===== config.mk =====
export PLATFORM = sky130hd
export DESIGN_NAME = keypad_scan_encoder
export DESIGN_NICKNAME = d
export VERILOG_FILES = /design/src/rtl/keypad_scan_encoder.sv
export SDC_FILE = /design/constraint.sdc
export NUM_CORES = 1
export LEC_CHECK = 0
export ABC_CLOCK_PERIOD_IN_PS = 3200
export CORE_MARGIN = 2
export CORE_UTILIZATION = 35
export DETAILED_ROUTE_END_ITERATION = 8
export GPL_TIMING_DRIVEN = 1
export SYNTH_ARGS = -nofsm -noshare
export SYNTH_HDL_FRONTEND = slang
export SYNTH_SLANG_ARGS = --single-unit

===== constraint.sdc =====
create_clock -name clk -period 3.2 [get_ports clk]
set_input_delay 0.8 -clock clk [delete_from_list [all_inputs] [get_ports clk]]
set_output_delay 0.8 -clock clk [all_outputs]
set_load 0.03 [all_outputs]

===== src/rtl/keypad_scan_encoder.sv =====
// rtl/keypad_scan_encoder.sv - 4x4 matrix keypad scanner, debouncer and hex nibble shift register
//
// Ports:
//   clk       in   system clock, all state on posedge
//   rst_n     in   asynchronous active-low reset
//   clear     in   synchronous clear of value
//   col_n     in   [3:0] keypad columns, active-low, asynchronous to clk
//   row_n     out  [3:0] one-cold row drive, bit r low = row r driven
//   key_code  out  [3:0] code of the last accepted key
//   key_valid out  one-cycle pulse per accepted key
//   value     out  [15:0] last four accepted codes, newest in [3:0]
module keypad_scan_encoder #(
    parameter int SCAN_DIV_BITS   = 15,
    parameter int DEBOUNCE_FRAMES = 4
) (
    input  logic        clk,
    input  logic        rst_n,
    input  logic        clear,
    input  logic [3:0]  col_n,
    output logic [3:0]  row_n,
    output logic [3:0]  key_code,
    output logic        key_valid,
    output logic [15:0] value
);

    localparam int CW = $clog2(DEBOUNCE_FRAMES + 1);

    typedef enum logic [1:0] {
        ST_IDLE,
        ST_DEBOUNCE,
        ST_HELD
    } state_e;

    // Frame accumulator classification: nothing seen, one key seen, more than one key seen
    localparam logic [1:0] HITS_NONE   = 2'd0;
    localparam logic [1:0] HITS_SINGLE = 2'd1;
    localparam logic [1:0] HITS_MULTI  = 2'd2;

    logic [3:0]               col_s1_q, col_s2_q;
    logic [SCAN_DIV_BITS-1:0] div_q;
    logic [1:0]               row_idx_q;
    logic [1:0]               hits_q;
    logic [3:0]               code_q;
    state_e                   state_q, state_d;
    logic [3:0]               cand_q, cand_d;
    logic [CW-1:0]            cnt_q, cnt_d;
    logic [CW-1:0]            rel_q, rel_d;
    logic                     key_valid_q;
    logic [3:0]               key_code_q;
    logic [15:0]              value_q;

    logic       tick;
    logic       frame_end;
    logic [3:0] col_low;
    logic [2:0] row_hits;
    logic [1:0] col_idx;
    logic [1:0] hits_m;
    logic [3:0] code_m;
    logic       accept;

    assign tick      = &div_q;
    assign frame_end = tick && (row_idx_q == 2'd3);

    // Merge the current row's sample into the running frame classification.
    // The merged result is what the FSM sees on the frame-end tick, so row 3
    // counts toward the frame it belongs to.
    always_comb begin
        col_low  = ~col_s2_q;
        row_hits = {2'b00, col_low[0]} + {2'b00, col_low[1]}
                 + {2'b00, col_low[2]} + {2'b00, col_low[3]};
        col_idx  = 2'd0;
        for (int i = 3; i >= 0; i--) begin
            if (col_low[i]) col_idx = 2'(i);
        end
        hits_m = hits_q;
        code_m = code_q;
        if (row_hits == 3'd1) begin
            if (hits_q == HITS_NONE) begin
                hits_m = HITS_SINGLE;
                code_m = {row_idx_q, col_idx};
            end else begin
                hits_m = HITS_MULTI;
            end
        end else if (row_hits >= 3'd2) begin
            hits_m = HITS_MULTI;
        end
    end

    always_comb begin
        state_d = state_q;
        cand_d  = cand_q;
        cnt_d   = cnt_q;
        rel_d   = rel_q;
        accept  = 1'b0;
        if (frame_end) begin
            case (state_q)
                ST_IDLE: begin
                    if (hits_m == HITS_SINGLE) begin
                        state_d = ST_DEBOUNCE;
                        cand_d  = code_m;
                        cnt_d   = CW'(1);
                    end
                end
                ST_DEBOUNCE: begin
                    if (hits_m == HITS_SINGLE) begin
                        if (code_m == cand_q) begin
                            if (cnt_q + CW'(1) == CW'(DEBOUNCE_FRAMES)) begin
                                accept  = 1'b1;
                                rel_d   = '0;
                                cnt_d   = '0;
                                state_d = ST_HELD;
                            end else begin
                                cnt_d = cnt_q + CW'(1);
                            end
                        end else begin
                            cand_d = code_m;
                            cnt_d  = CW'(1);
                        end
                    end else begin
                        state_d = ST_IDLE;
                        cnt_d   = '0;
                    end
                end
                ST_HELD: begin
                    // Only a run of empty frames re-arms; a held key never repeats
                    if (hits_m == HITS_NONE) begin
                        if (rel_q + CW'(1) == CW'(DEBOUNCE_FRAMES)) begin
                            state_d = ST_IDLE;
                            rel_d   = '0;
                        end else begin
                            rel_d = rel_q + CW'(1);
                        end
                    end else begin
                        rel_d = '0;
                    end
                end
                default: state_d = ST_IDLE;
            endcase
        end
    end

    always_ff @(posedge clk or negedge rst_n) begin
        if (!rst_n) begin
            col_s1_q    <= 4'b1111;
            col_s2_q    <= 4'b1111;
            div_q       <= '0;
            row_idx_q   <= 2'd0;
            hits_q      <= HITS_NONE;
            code_q      <= 4'd0;
            state_q     <= ST_IDLE;
            cand_q      <= 4'd0;
            cnt_q       <= '0;
            rel_q       <= '0;
            key_valid_q <= 1'b0;
            key_code_q  <= 4'd0;
            value_q     <= 16'h0000;
        end else begin
            col_s1_q    <= col_n;
            col_s2_q    <= col_s1_q;
            div_q       <= div_q + SCAN_DIV_BITS'(1);
            state_q     <= state_d;
            cand_q      <= cand_d;
            cnt_q       <= cnt_d;
            rel_q       <= rel_d;
            key_valid_q <= accept;
            if (tick) begin
                row_idx_q <= row_idx_q + 2'd1;
                if (frame_end) begin
                    hits_q <= HITS_NONE;
                    code_q <= 4'd0;
                end else begin
                    hits_q <= hits_m;
                    code_q <= code_m;
                end
            end
            if (accept) begin
                key_code_q <= cand_q;
            end
            // clear takes priority over a coincident accept
            if (clear) begin
                value_q <= 16'h0000;
            end else if (accept) begin
                value_q <= {value_q[11:0], cand_q};
            end
        end
    end

    assign row_n     = ~(4'b0001 << row_idx_q);
    assign key_code  = key_code_q;
    assign key_valid = key_valid_q;
    assign value     = value_q;

endmodule


==> Word level (Yosys, flattened, before mapping) <==
Index checks and enable logic that the tools add are counted.
{ "classes": {"shifts": 1, "reduce_logical": 12, "n_eq_ne": 17, "bitwise": 2, "n_addsub": 7, "n_mux": 40, "n_lt_le_gt_ge": 1} }
{ "op_table": {"columns": ["cell", "count"], "rows": [
  ["16-bit two-way mux", 2],
  ["2-bit two-way mux", 14],
  ["3-bit two-way mux", 9],
  ["4-bit two-way mux", 6],
  ["15-bit by 1-bit adder with 15-bit output, second input constant", 1],
  ["15-bit AND reduction", 1],
  ["2-bit != test, second input constant", 7],
  ["3-bit case mux with 2 select lines", 2],
  ["5-bit AND reduction", 2],
  ["4-bit NOT", 2],
  ["4-bit case mux with 2 select lines", 1],
  ["3-bit by 1-bit adder with 3-bit output, second input constant", 2],
  ["3-bit == test, second input constant", 2],
  ["2-bit logical NOT", 3],
  ["3-bit != test, second input constant", 2],
  ["2-bit case mux with 3 select lines", 1],
  ["6-bit AND reduction", 1],
  ["2-bit nonzero test", 3],
  ["1-bit two-way mux", 5],
  ["2-bit by 1-bit == test with 1-bit output, second input constant", 2],
  ["2-bit == test, second input constant", 2],
  ["4-bit == test", 1],
  ["1-bit by 2-bit left shift with 4-bit output, first input constant", 1],
  ["2-bit by 1-bit adder with 3-bit output", 1],
  ["other kinds (7)", 7]
]} }
{ "totals": {"reg_bits": 64, "inputBits": 7, "out_inout_bits": 25} }

==> Longest topological paths before layout <==
{ "depth": {"depth_word": 14, "ltp_mapped": 12, "depth_no_buf": 11} }

==> Least setup slack after synthesis <==
Ideal clock, no wire load.
{ "synth_path": {"kind": "register to register", "from": "reg col_s2_q[1]", "to": "reg key_code_q[0], in the netlist key_code[0]", "synth_period_minus_slack_ns": 3.305, "n_path_buf": 2, "stages_incl_launch_ff": 13, "t_arrival_ns": 3.180, "setup_ns": 0.125, "path_slack_ns": -0.105, "path_cell_list": "dfstp_2 fa_1 inv_1 ha_1 inv_1 ha_1 nor4_4 and4_1 o22a_4 and4_1 buf_6 buf_12 mux2_4"} }
{ "synth_between": {"elab_chain_cells": 11, "word_cells_on_any_way": 18, "classes_between": "3 x add/sub; 1 x order compare; 3 x eq/ne; 10 x mux; 1 x bitwise"} }
{ "synth_rtl": {"columns": ["item", "line", "rtl"], "rows": [
  ["from (decl)", "39", "logic [3:0] col_s1_q, col_s2_q;"],
  ["from (signal assigned)", "159", "col_s2_q <= col_s1_q;"],
  ["4-bit NOT *", "68", "col_low = ~col_s2_q;"],
  ["1-bit by 1-bit adder with 2-bit output", "69", "row_hits = {2'b00, col_low[0]} + {2'b00, col_low[1]}"],
  ["2-bit by 1-bit adder with 3-bit output", "70", "+ {2'b00, col_low[2]} + {2'b00, col_low[3]};"],
  ["3-bit by 1-bit adder with 3-bit output", "70", null],
  ["3-bit by 2-bit >= comparator with 1-bit output or 3-bit by 1-bit == test with 1-bit output (tied branches)", "84, 77", null],
  ["2-bit two-way mux or 4-bit two-way mux (tied branches)", "84, 77", null],
  ["2-bit two-way mux or 4-bit == test (tied branches)", "77, 106", null],
  ["2-bit by 1-bit == test with 1-bit output or 1-bit two-way mux (tied branches)", "105, 106", null],
  ["1-bit two-way mux *", "105", "if (hits_m == HITS_SINGLE) begin"],
  ["1-bit two-way mux *", "96", "case (state_q)"],
  ["1-bit two-way mux *", "95", "if (frame_end) begin"],
  ["to (signal assigned)", "177", "key_code_q <= cand_q;"],
  ["to (decl)", "49", "logic [3:0] key_code_q;"]
]} }
Mark *: on every way between the ends. The rest lies on a longest branch, timed or not.
A chain may end at the register's enable or synchronous reset.

==> Worst setup path in the final report <==
{ "layout_path": {"from": "reg col_s2_q[3]", "to": "reg key_code_q[0], in the netlist key_code[0]"} }
{ "layout_between": {"elab_chain_cells": 12, "word_cells_on_any_way": 18, "classes_between": "1 x add/sub; 1 x order compare; 3 x eq/ne; 12 x mux; 1 x bitwise"} }
{ "layout_rtl": {"columns": ["item", "line"], "rows": [
  ["4-bit NOT *", "68"],
  ["parallel branches: the longest is 8 deep, another holds 3-bit by 1-bit adder with 3-bit output", null],
  ["1-bit two-way mux *", "105"],
  ["1-bit two-way mux *", "96"],
  ["1-bit two-way mux *", "95"]
]} }
Mark *: on every way between the ends.

==> results.py <==
metrics = {
    "place": {
        "placed_cells": 423,
        "place.gp.congestion": 0.804,
        "portBuffers": 31,
        "post-dp-hpwl_microns": 4260,
    },
    "route": {
        "postRouteAntennaNets": 0,
        "drc": 0,
        "viasPerCell": 4.96,
        "first_pass_iters": 4,
        "wl_per_cell_microns": 13.9,
        "drt_iter0_drc": 84,
        "route.vias.total": 2203,
        "wl_microns": 6160,
    },
    "setup_path": {
        "required_ps": 3430,
        "crit_fanout": 6,
        "crit_chain": "fa_1, inv_2, ha_4, inv_2, ha_4, or4_4, a211oi_2, o22a_4, and4_4, buf_12, buf_8, mux2_4",
        "end_kind": "flop",
        "worstSetupPathType": "reg2reg",
        "crit_slowest_cell": "dfstp_2",
        "critPathLaunchType": "flop",
        "max_stage_delay_ps": 540,
        "crit_arrival_ps": 3470,
    },
    "min_path": {
        "hp-class": "reg2reg",
    },
    "floorplan": {
        "dieArea_sq_mm": 0.00998,
        "die_h_microns": 99.9,
        "initial_core_util": 0.366,
        "core_area_sq_mm": 0.00881,
        "ios": 32,
        "rows": 34,
        "dieWidth_microns": 99.9,
    },
    "grt": {
        "grt_pass1_wl_microns": 10200,
        "grt_max_degree": 65,
        "antenna_found_initial": 0,
        "grt.overflow.total": 0,
        "grt_pass1_vias": 2130,
        "grt_use_total": 0.129,
    },
    "layout": {
        "synthToLayoutAreaGrowth_pct": 26.0,
        "fin_util": 0.461,
        "nNetsFinal": 352,
        "drive_gt1_frac": 0.208,
        "layout.cells.non_filler": 444,
        "diodes": 0,
        "fill_cells": 810,
    },
    "pwr": {
        "internal_power_mw": 1.32,
        "power_leakage_nw": 1.73,
        "powerDensity_mw_per_mm2": 422,
        "p_switching_mw": 0.389,
        "peakVddDrop_uv": 214,
        "p_clk_frac": 0.433,
        "combinationalPowerShare": 0.087,
        "swShare": 0.228,
        "power.total_mw": 1.71,
        "p_seq_frac": 0.480,
    },
    "logic_synthesis": {
        "synth_seq_cells": 64,
        "synth_edf_count": 0,
        "synth_cell_type_count": 52,
        "synthFlopType": "dfrtp_1",
        "synth_nets": 296,
        "synth_area_per_cell_sq_um": 11.7,
        "ys_seq_area_frac": 0.501,
        "syn-instance-count": 276,
        "synth_simple_gate_area_share": 0.159,
        "synth_top_family_by_area": "simple AND/OR/NAND/NOR gates",
        "synth_mux_area_frac": 0.101,
        "synth_fa_ha_area_frac": 0.0529,
        "netlist_area_sq_mm": 0.00322,
        "yosysWarnings": 0,
        "async_flop_share": 1.00,
        "synth_xor_area_frac": 0.0490,
        "synth_compound_area_frac": 0.0941,
    },
    "timing": {
        "hold_ws_ps": 356,
        "finalWorstSetupSlack_ps": -37.0,
        "final-hold-violation-count": 0,
        "fin_skew_ps": 10.1,
        "fin_crit_ps": 3240,
        "relSlewSlack": 0.461,
        "fmaxAchievable_mhz": 309,
        "fin_crit_sh": 1.01,
        "fin_tns_setup_ps": -65.1,
        "drv_slew": 0,
        "finalSetupViolCount": 2,
        "rsz0062_at_grt": "true",
        "tightestPinTransition_ps": 809,
    },
    "outcome": {
        "status": "complete, but fails checks",
        "violations": "negative setup slack",
    },
    "clocking": {
        "numCtsBuffers": 9,
        "clockRootBuffer": "clkbuf_8",
        "clk_path_buf_depth": 2,
        "clkLatencyLatePin_ps": 340,
        "h-tree-depth": 3,
        "cts.clk_slew.worst_paths_ps": 70,
        "cts_tree": "yes",
        "cts_sinks": 64,
        "cts_hold_buf": 0,
    },
    "run": {
        "maxCapViolCount": 0,
    },
}
cells in the final DEF, fill, tap and decap left out, types with 7 or more instances in the layout:
cell type        Yosys  routed
dfstp_2              8       8
inv_1               21      19
clkbuf_8             0       9
mux2i_1             22      22
nand3_1              8       8
xnor2_1             13      13
o21ai_0              7       7
nand2b_1            24      23
nand2_1             13      13
buf_4                0      16
dfrtp_1             56      56
nor2_1               7       7
clkdlybuf4s50_1      0      30
ha_1                12       9
final timing paths:
kind / start / endpoint / slack (ps) / depth (start not counted)
min reg2reg: col_s1_q[0] / col_s2_q[0] / 360 / 0
min in group asynchronous: rst_n / value[14] / 640 / 2
max reg2reg: col_s2_q[3] / key_code[0] / -40 / 12
max in group asynchronous: rst_n / rel_q[0] / 2030 / 2
max: col_s2_q[3] / key_code[0] / -40 / 12
min: col_s1_q[0] / col_s2_q[0] / 360 / 0
cell type report:
type                       count  area (sq um)  area share
inverter                      21          78.8      0.0194
tap                          108           135      0.0333
timing repair buffer          51           492       0.121
sequential                    64          1610       0.397
multi-input combinational    185          1530       0.377
clock buffer                   9           124      0.0305
clock inverter                 6          85.1      0.0210
synth_stat cells, types with 2 or more instances:
cell / number / area (sq um)
mux2i_1: 22 / 220
nand3_1: 8 / 40.0
ha_1: 12 / 150
nand2b_1: 24 / 150
and3_1: 4 / 25.0
nand2_1: 13 / 48.8
mux2_4: 4 / 60.1
a22o_1: 6 / 52.6
a22oi_1: 3 / 22.5
mux2_2: 4 / 45.0
xnor2_1: 13 / 114
nor2b_1: 3 / 18.8
clkbuf_1: 2 / 7.51
inv_1: 21 / 78.8
dfstp_2: 8 / 210
nor2_1: 7 / 26.3
and4_1: 2 / 17.5
a21oi_1: 4 / 20.0
nand4_1: 6 / 37.5
nor4_1: 2 / 12.5
xor2_1: 5 / 43.8
o21ai_0: 7 / 35.0
a21o_1: 2 / 15.0
or4_1: 2 / 15.0
o211ai_1: 4 / 30.0
buf_6: 3 / 33.8
nor3_1: 5 / 25.0
dfrtp_1: 56 / 1400
kinds of logic (layout without fill, tap and decap cells):
kind of cell,Yosys count,in the layout
AOI/OAI and AO/OA,39,39
adders and majority gates,13,13
xor gates and xnor gates,18,18
and+or+nand+nor,85,85
muxes,30,30
buffers and inverters,27,87
DFF,64,64
metal layers:
layer	GRT usage	routed length, microns	up-vias	share of wire
met5	0	0	-	0
met4	0.0537	77	0	0.012
met3	0.0279	225	7	0.037
met2	0.198	2860	41	0.46
met1	0.177	3000	1071	0.49
li1	-	-	1084	-
critical path, delay by kind of cell (launching register included):
family / cells / cell delay (ps)
adder cells (fa/ha/maj): 3 / 850
AND/OR/NAND/NOR: 2 / 650
flip-flops: 1 / 540
AO/OA/AOI/OAI: 2 / 440
buffers and inverters: 4 / 360
multiplexers: 1 / 280
stage by stage:
| stage | worst slack (ps) | area [sq um] |
|---|---|---|
| global placement | 73.0 | 3740 |
| floorplan | -9.11 | 3230 |
| CTS | 18.6 | 3950 |
| global route | -151 | 4060 |
| finish | -37.0 | 4060 |
| detailed placement | -13.7 | 3740 |
timing repair:
| action | CTS | global route |
|---|---|---|
| buffers inserted | 0 | 6 |
| resized for setup | 1 | 15 |
| hold endpoints to repair | 0 | 0 |
| pin swaps | 0 | 5 |
| setup endpoints to repair | 2 | 20 |
registers in the layout (all words and copies together), names as in the netlist:
| register | cells |
|---|---|
| code_q | 4 |
| key_code | 4 |
| cnt_q | 3 |
| col_s2_q | 4 |
| key_valid | 1 |
| row_idx_q | 2 |
| hits_q | 2 |
| col_s1_q | 4 |
| value | 16 |
| div_q | 15 |
| rel_q | 3 |
| cand_q | 4 |
| state_q | 2 |
power by group through the flow:
| stage | combinational, mW | sequential (mW) | clock (mW) |
|---|---|---|---|
| floorplan | 0.0748 | 0.836 | 0 |
| global placement | 0.129 | 0.836 | 0 |
| detailed placement | 0.130 | 0.836 | 0 |
| CTS | 0.130 | 0.821 | 0.765 |
| global route | 0.164 | 0.821 | 0.796 |
| finish | 0.150 | 0.821 | 0.741 |
Power figures use the tool's default switching activity.
